<file path="src/rtl/x_input_conditioner_pkg.sv">
// Shared types and defaults for the x input conditioner.
// Debounce FSM encoding and default parameter values.
package x_input_conditioner_pkg;

  typedef enum logic [1:0] {
    LOW_STABLE  = 2'b00,
    CHK_HIGH    = 2'b01,
    HIGH_STABLE = 2'b10,
    CHK_LOW     = 2'b11
  } state_t;

  localparam int DEF_SYNC_STAGES     = 2;
  localparam int DEF_DEBOUNCE_CYCLES = 4;
  localparam int DEF_GLITCH_W        = 8;

endpackage

</file>
<file path="src/rtl/x_input_conditioner_sync_chain.sv">
// Reusable multi-flop synchroniser.
// Plain shift chain, async active-low reset to 0.
module sync_chain #(
  parameter int STAGES = 2
) (
  input  logic CLK,
  input  logic RST,
  input  logic d,
  output logic q
);

  logic [STAGES-1:0] ff;

  always_ff @(posedge CLK or negedge RST) begin
    if (!RST) ff <= '0;
    else      ff <= {ff[STAGES-2:0], d};
  end

  assign q = ff[STAGES-1];

endmodule

</file>
<file path="src/rtl/x_input_conditioner.sv">
// Synchronise, debounce and edge-detect the raw x input.
// Counts aborted debounce attempts as glitches.
module x_input_conditioner
  import x_input_conditioner_pkg::*;
#(
  parameter int SYNC_STAGES     = DEF_SYNC_STAGES,
  parameter int DEBOUNCE_CYCLES = DEF_DEBOUNCE_CYCLES,
  parameter int GLITCH_W        = DEF_GLITCH_W
) (
  input  logic                CLK,
  input  logic                RST,
  input  logic                x_raw,
  output logic                x,
  output logic                x_rise,
  output logic                x_fall,
  output logic [GLITCH_W-1:0] glitch_cnt
);

  localparam int CW = $clog2(DEBOUNCE_CYCLES + 1);
  localparam logic [CW:0] LAST = (CW+1)'(DEBOUNCE_CYCLES);
  localparam logic [CW-1:0] ONE = CW'(1);
  localparam bit FAST = (DEBOUNCE_CYCLES == 1);

  logic s;
  state_t state, state_n;
  logic [CW-1:0] cnt, cnt_n;
  logic [CW:0] cnt_inc;
  logic x_n, rise_n, fall_n;
  logic [GLITCH_W-1:0] glitch_n, glitch_inc;

  sync_chain #(
    .STAGES(SYNC_STAGES)
  ) u_sync (
    .CLK(CLK),
    .RST(RST),
    .d  (x_raw),
    .q  (s)
  );

  assign cnt_inc = {1'b0, cnt} + 1'b1;
  assign glitch_inc = (&glitch_cnt) ? glitch_cnt
                                    : glitch_cnt + GLITCH_W'(1);

  always_ff @(posedge CLK or negedge RST) begin
    if (!RST) begin
      state      <= LOW_STABLE;
      cnt        <= '0;
      x          <= 1'b0;
      x_rise     <= 1'b0;
      x_fall     <= 1'b0;
      glitch_cnt <= '0;
    end else begin
      state      <= state_n;
      cnt        <= cnt_n;
      x          <= x_n;
      x_rise     <= rise_n;
      x_fall     <= fall_n;
      glitch_cnt <= glitch_n;
    end
  end

  always_comb begin
    state_n  = state;
    cnt_n    = cnt;
    x_n      = x;
    rise_n   = 1'b0;
    fall_n   = 1'b0;
    glitch_n = glitch_cnt;
    unique case (state)
      LOW_STABLE: begin
        if (s && FAST) begin
          state_n = HIGH_STABLE;
          x_n     = 1'b1;
          rise_n  = 1'b1;
        end else if (s) begin
          state_n = CHK_HIGH;
          cnt_n   = ONE;
        end
      end
      CHK_HIGH: begin
        if (s && cnt_inc == LAST) begin
          state_n = HIGH_STABLE;
          x_n     = 1'b1;
          rise_n  = 1'b1;
          cnt_n   = '0;
        end else if (s) begin
          cnt_n = cnt_inc[CW-1:0];
        end else begin
          state_n  = LOW_STABLE;
          cnt_n    = '0;
          glitch_n = glitch_inc;
        end
      end
      HIGH_STABLE: begin
        if (!s && FAST) begin
          state_n = LOW_STABLE;
          x_n     = 1'b0;
          fall_n  = 1'b1;
        end else if (!s) begin
          state_n = CHK_LOW;
          cnt_n   = ONE;
        end
      end
      CHK_LOW: begin
        if (!s && cnt_inc == LAST) begin
          state_n = LOW_STABLE;
          x_n     = 1'b0;
          fall_n  = 1'b1;
          cnt_n   = '0;
        end else if (!s) begin
          cnt_n = cnt_inc[CW-1:0];
        end else begin
          state_n  = HIGH_STABLE;
          cnt_n    = '0;
          glitch_n = glitch_inc;
        end
      end
      default: begin
        state_n = LOW_STABLE;
        cnt_n   = '0;
      end
    endcase
  end

endmodule
</file>
<file path="config.mk">
export PLATFORM = sky130hd
export DESIGN_NAME = x_input_conditioner
export DESIGN_NICKNAME = d
export VERILOG_FILES = /design/src/rtl/x_input_conditioner_pkg.sv /design/src/rtl/x_input_conditioner_sync_chain.sv /design/src/rtl/x_input_conditioner.sv
export SDC_FILE = /design/constraint.sdc
export NUM_CORES = 1
export LEC_CHECK = 0
export ABC_AREA = 0
export BUFFER_PORTS_ARGS = -buffer_cell sky130_fd_sc_hd__buf_2
export CORE_MARGIN = 1
export CORE_UTILIZATION = 40
export CTS_CLUSTER_DIAMETER = 80
export DETAILED_ROUTE_END_ITERATION = 10
export GPL_TIMING_DRIVEN = 0
export PLACE_DENSITY = 0.61
export SYNTH_ARGS = -nofsm -noshare
export SYNTH_HDL_FRONTEND = slang
export SYNTH_SLANG_ARGS = --single-unit
export TNS_END_PERCENT = 50
</file>
<file path="constraint.sdc">
create_clock -name CLK -period 2 [get_ports CLK]
set_clock_uncertainty 0.2 [all_clocks]
set_input_delay 0.2 -clock CLK [delete_from_list [all_inputs] [get_ports CLK]]
set_output_delay 0.2 -clock CLK [all_outputs]
set_load 0.03 [all_outputs]
</file>
# Yosys cells after proc, flatten, opt, wreduce, memory -nomap -nowiden
# Cells that the tools add are included.
[op_classes]
addsub = 2
n_eq_ne = 14
n_mux = 27
reduce_logical = 10
[ops]
columns = ["op", "count"]
rows = [
  ["two-way mux 8 bit", 5],
  ["two-way mux 3 bit", 6],
  ["one-hot mux 8 bit (2 select lines)", 1],
  ["two-way mux 2 bit", 6],
  ["inequality test 2 bit (second input constant)", 6],
  ["one-hot mux 3 bit (4 select lines)", 1],
  ["adder 8 x 1 -> 8 bit (second input constant)", 1],
  ["one-hot mux 2 bit (4 select lines)", 1],
  ["AND reduction 8 bit", 1],
  ["two-way mux 1 bit", 6],
  ["AND reduction 5 bit", 1],
  ["adder 3 x 1 -> 4 bit (second input constant)", 1],
  ["equality test 2 bit (second input constant)", 2],
  ["equality test 4 x 3 -> 1 bit (second input constant)", 1],
  ["inequality test 2 x 1 -> 1 bit (second input constant)", 2],
  ["AND reduction 4 bit", 1],
  ["inequality test 3 x 2 -> 1 bit (second input constant)", 1],
  ["inequality test 3 bit (second input constant)", 1],
  ["AND reduction 3 bit", 1],
  ["equality test 2 x 1 -> 1 bit (second input constant)", 1],
  ["logical AND 1 bit", 2],
  ["logical NOT 2 bit", 1],
  ["one-hot mux 1 bit (2 select lines)", 1],
  ["AND reduction 2 bit", 1],
  ["2 further kinds", 2],
]
[word_totals]
register_bits = 18
input_bits = 3
word_cells = 60

# Longest topological paths before layout
[depth]
ltp_word = 5
ltp_mapped = 4
ltp_nobuf = 4

# Hierarchy
# From an unflattened synthesis, not the netlist that was laid out.
[hier_totals]
hier_cells = 72
area_unflattened_um2 = 797.0
[modules_own_cells]
columns = ["mod", "instances", "cells_per_inst", "area_per_inst_um2"]
rows = [
  ["x_input_conditioner", 1, 70, 747.0],
  ["sync_chain", 1, 2, 50.0],
]

# Worst setup path before layout
# Ideal clock, no wire load.
[synth_timing]
path_kind = "reg-to-reg"
start = "register glitch_cnt[0]"
end = "register glitch_cnt[1]"
setup_time_ns = 0.125
arrival_time_ns = 1.560
setup_slack_ns = 0.115
stages_incl_launch_ff = 5
n_path_buf = 0
synth_period_minus_slack_ns = 1.885
cell_sequence = "dfrtp_1 -> ha_1 -> nand4_1 -> o211ai_1 -> mux2_2"
[synth_via]
elab_chain_len = 5
word_cells_on_any_way = 8
classes_between = "add/sub (1); mux (6); reduce/logical (1)"
[synth_rtl]
columns = ["item", "line_no", "source"]
rows = [
  ["start: declaration", "x_input_conditioner.sv:16", "output logic [GLITCH_W-1:0] glitch_cnt"],
  ["start signal: assignment", "x_input_conditioner.sv:58", "glitch_cnt <= glitch_n;"],
  ["adder 8 x 1 -> 8 bit or AND reduction 8 bit (tied branches)", "x_input_conditioner.sv:42, x_input_conditioner.sv:41", ""],
  ["two-way mux 8 bit *", "x_input_conditioner.sv:41", "assign glitch_inc = (&glitch_cnt) ? glitch_cnt"],
  ["two-way mux 8 bit, on equally long branches", "x_input_conditioner.sv:110, x_input_conditioner.sv:86", ""],
  ["two-way mux 8 bit, on equally long branches", "x_input_conditioner.sv:105, x_input_conditioner.sv:81", ""],
  ["one-hot mux 8 bit (2 select lines) *", "x_input_conditioner.sv:69", "unique case (state)"],
]
# Mark *: on every way between the ends. The rest lies on a longest branch, timed or not. The select of a mux whose other input is x is not followed.
# A chain may end at the register's enable or synchronous reset.

# Final worst setup path
# Same ends and word-level chain as after synthesis.

==> out/metrics.yaml <==
power_and_ir_drop:
  swShare_pct: 41.0
  leakage_nw: 0.441
  p_per_area_nw_per_um2: 1350
  internal_power_w: 0.000770
  peakVddDrop_mv: 0.812
  clkPwrFrac_pct: 16.6
  power_frac_seq_pct: 43.2
  power.share.combinational_pct: 40.2
  power.switching_w: 0.000535
logic_synthesis:
  synth_top_area_share_pct: 55.6
  syn_nets: 79
  yosys.area.top_type: "dfrtp_1"
  synth_top_family_by_area: "simple AND/OR/NAND/NOR gates"
  ys_top_cells_by_area: "dfrtp_1 56%, mux2_2 4.2%, nand2_1 3.2%"
  synth_compound_area_share_pct: 9.57
  yosysMostFrequentCell: "dfrtp_1"
  synthMuxAreaShare_pct: 8.18
  synthCells: 74
  avgSynthCellArea_um2: 11.0
  synth-seq-cells: 18
  synthArstFlopShare_pct: 100
  synth.top_cells.by_count: "18 x dfrtp_1, 7 x nand2_1, 6 x nor2_1"
  syn_area_um2: 811
  synth_cell_types: 26
  synth_warnings: 0
  synth_xor_area_share_pct: 4.17
  synth_edf_count: 0
  synthAdderAreaFrac_pct: 3.09
  synthSimpleGateAreaFrac_pct: 16.5
  synthFlopType: "dfrtp_1"
  seq_area_frac_synth_pct: 55.6
route:
  drt-initial-drc-count: 5
  drc: 0
  via_per_inst: 5.15
  wl_per_cell_um: 11.7
  ant_nets: 0
  drt-total-wl_um: 1380
  detail_route.first_pass.iterations: 4
  dr_total_vias: 608
placement:
  gp_congestion: 0.741
  placed_area_um2: 907
  dp_hpwl_um: 1020
  place_ws_ns: 0.166
  portBuffers: 13
grt:
  grt_first_pass_wirelength_um: 2330
  first_global_vias: 543
  grt_start_max_net_pins: 19
  antenna_found_initial: 0
  grt.overflow.total: 0
  grtUsageTotal_pct: 15.8
setup_path:
  worstPathArrival_ns: 1.83
  cp-start-kind: "flop"
  crit_start: "glitch_cnt[0]"
  critPathMaxFanout: 4
  endpoint_kind: "flop"
  critical-path-top-delay-family: "flip-flops"
  path_cells: "ha_1, nand4_1, o211ai_1, mux2_2"
  worstPathBufferInverterCount: 0
  timing_worst_setup_path_type: "flop to flop"
  slowest_stage: "dfrtp_1"
  cp_slowest_stage_delay_ns: 0.43
  r2r-start: "glitch_cnt[0]"
  cp_data_required_time_ns: 1.98
timing:
  tightestPinTransition_ns: 0.432
  rsz0062_at_grt: "false"
  max-slew-margin-rel_pct: 71.0
  hold_ws_ns: 0.157
  fin_crit_sh_pct: 92.8
  finalHoldViolCount: 0
  setup_viol: 0
  max_freq_ghz: 0.539
  worst_slack_ns: 0.145
  finalMaxSlewViolations: 0
  min_period_ns: 1.86
  final.setup.tns_ns: 0
floorplan:
  core_um2: 1820
  dieHeight_um: 47.0
  num_rows: 15
  initial_utilization_pct: 44.5
  dieArea_um2: 2210
  ios: 14
  die_w_um: 47.0
cts:
  clkTransAtPathRegs_ns: 0.10
  cts_buffer_depth: 2
  htree_num_levels: 1
  cts_tree: "built"
  insertion_delay_ns: 0.28
  cts-buffers-inserted: 3
  cts_setup_buffers: 0
  clkSinkCount: 18
  root_buffer: "clkbuf_4"
hold_path:
  hp-class: "flop to flop"
  min_from: "u_sync.ff[0]"
run:
  cap_viol_max_count: 0
final_layout:
  diodes: 0
  stdcell_area_um2: 963
  layout.nets: 99
  drive_gt1_share_pct: 24.7
  syn2layout_area_growth_pct: 18.8
  fin_util_pct: 52.9
outcome:
  outcome: "complete, no violations"
## layout make-up
cell class                      instances  area [µm²]
Clock buffer                            4        36.3
Tap cell                               25        31.3
Fill cell                             184         857
Inverter                                5        18.8
Timing Repair Buffer                   15        85.1
Multi-Input combinational cell         50         337
Sequential cell                        18         450
Buffer                                  1        5.00
## layer usage
metal	global-route usage (%)	part of all wire (%)
met3	3.46	5.0
met1	21.1	47
met5	0	0
met2	23.1	47
met4	10.3	0.87
## power groups by stage
stage | registers [W] | logic (W) | clock network [W]
after floorplan | 0.000669 | 0.000286 | 0
after global placement | 0.000564 | 0.000517 | 0
after detailed placement | 0.000571 | 0.000529 | 0
after CTS | 0.000563 | 0.000532 | 0.000232
after global routing | 0.000577 | 0.000577 | 0.000253
final | 0.000563 | 0.000525 | 0.000217
## through the flow
step	instances	total power [W]
5_1_grt	118	0.00141
6_report	118	0.00131
3_5_place_dp	112	0.00110
4_1_cts	118	0.00133
2_1_floorplan	74	0.000955
3_3_place_gp	112	0.00108
## timing repair
item,4_1_cts,5_1_grt
gates resized for setup,0,0
hold endpoints to repair,19,0
hold buffers,2,0
## logic make-up after synthesis
family,after synthesis
compound gates,12
xor+xnor,3
fa+ha+maj,2
buf+inv,6
flops,18
mux,6
simple gates,27
## sequential cells by signal, indices dropped and copies added (netlist names)
name,cells
cnt,3
glitch_cnt,8
state,2
u_sync.ff,2
x,1
x_fall,1
x_rise,1
## worst paths after layout
check	end	slack [ns]	cells past startpoint
setup / recovery	glitch_cnt[1]	0.14	4
hold / removal	u_sync.ff[1]	0.16	0
setup reg to reg	glitch_cnt[1]	0.14	4
hold reg to reg	u_sync.ff[1]	0.16	0
max in group asynchronous	glitch_cnt[5]	1.16	2
min in group asynchronous	x_rise	0.17	2
## cells in the final DEF (no fill, tap or decap), types with 3 or more instances in the layout
cell and n:
clkbuf_4 3, nor3_1 3, buf_2 14, o21ai_0 5, nor2_1 6, mux2_2 3, dfrtp_1 18, nand2_1 7
nand3_1 3, inv_1 5
## worst reg2reg max path, stage by stage, from the launching register on
cell and delay, ns:
dfrtp_1 0.43, ha_1 0.24, nand4_1 0.19, o211ai_1 0.33, mux2_2 0.37
Note: power is estimated with default switching activity, not from simulation.
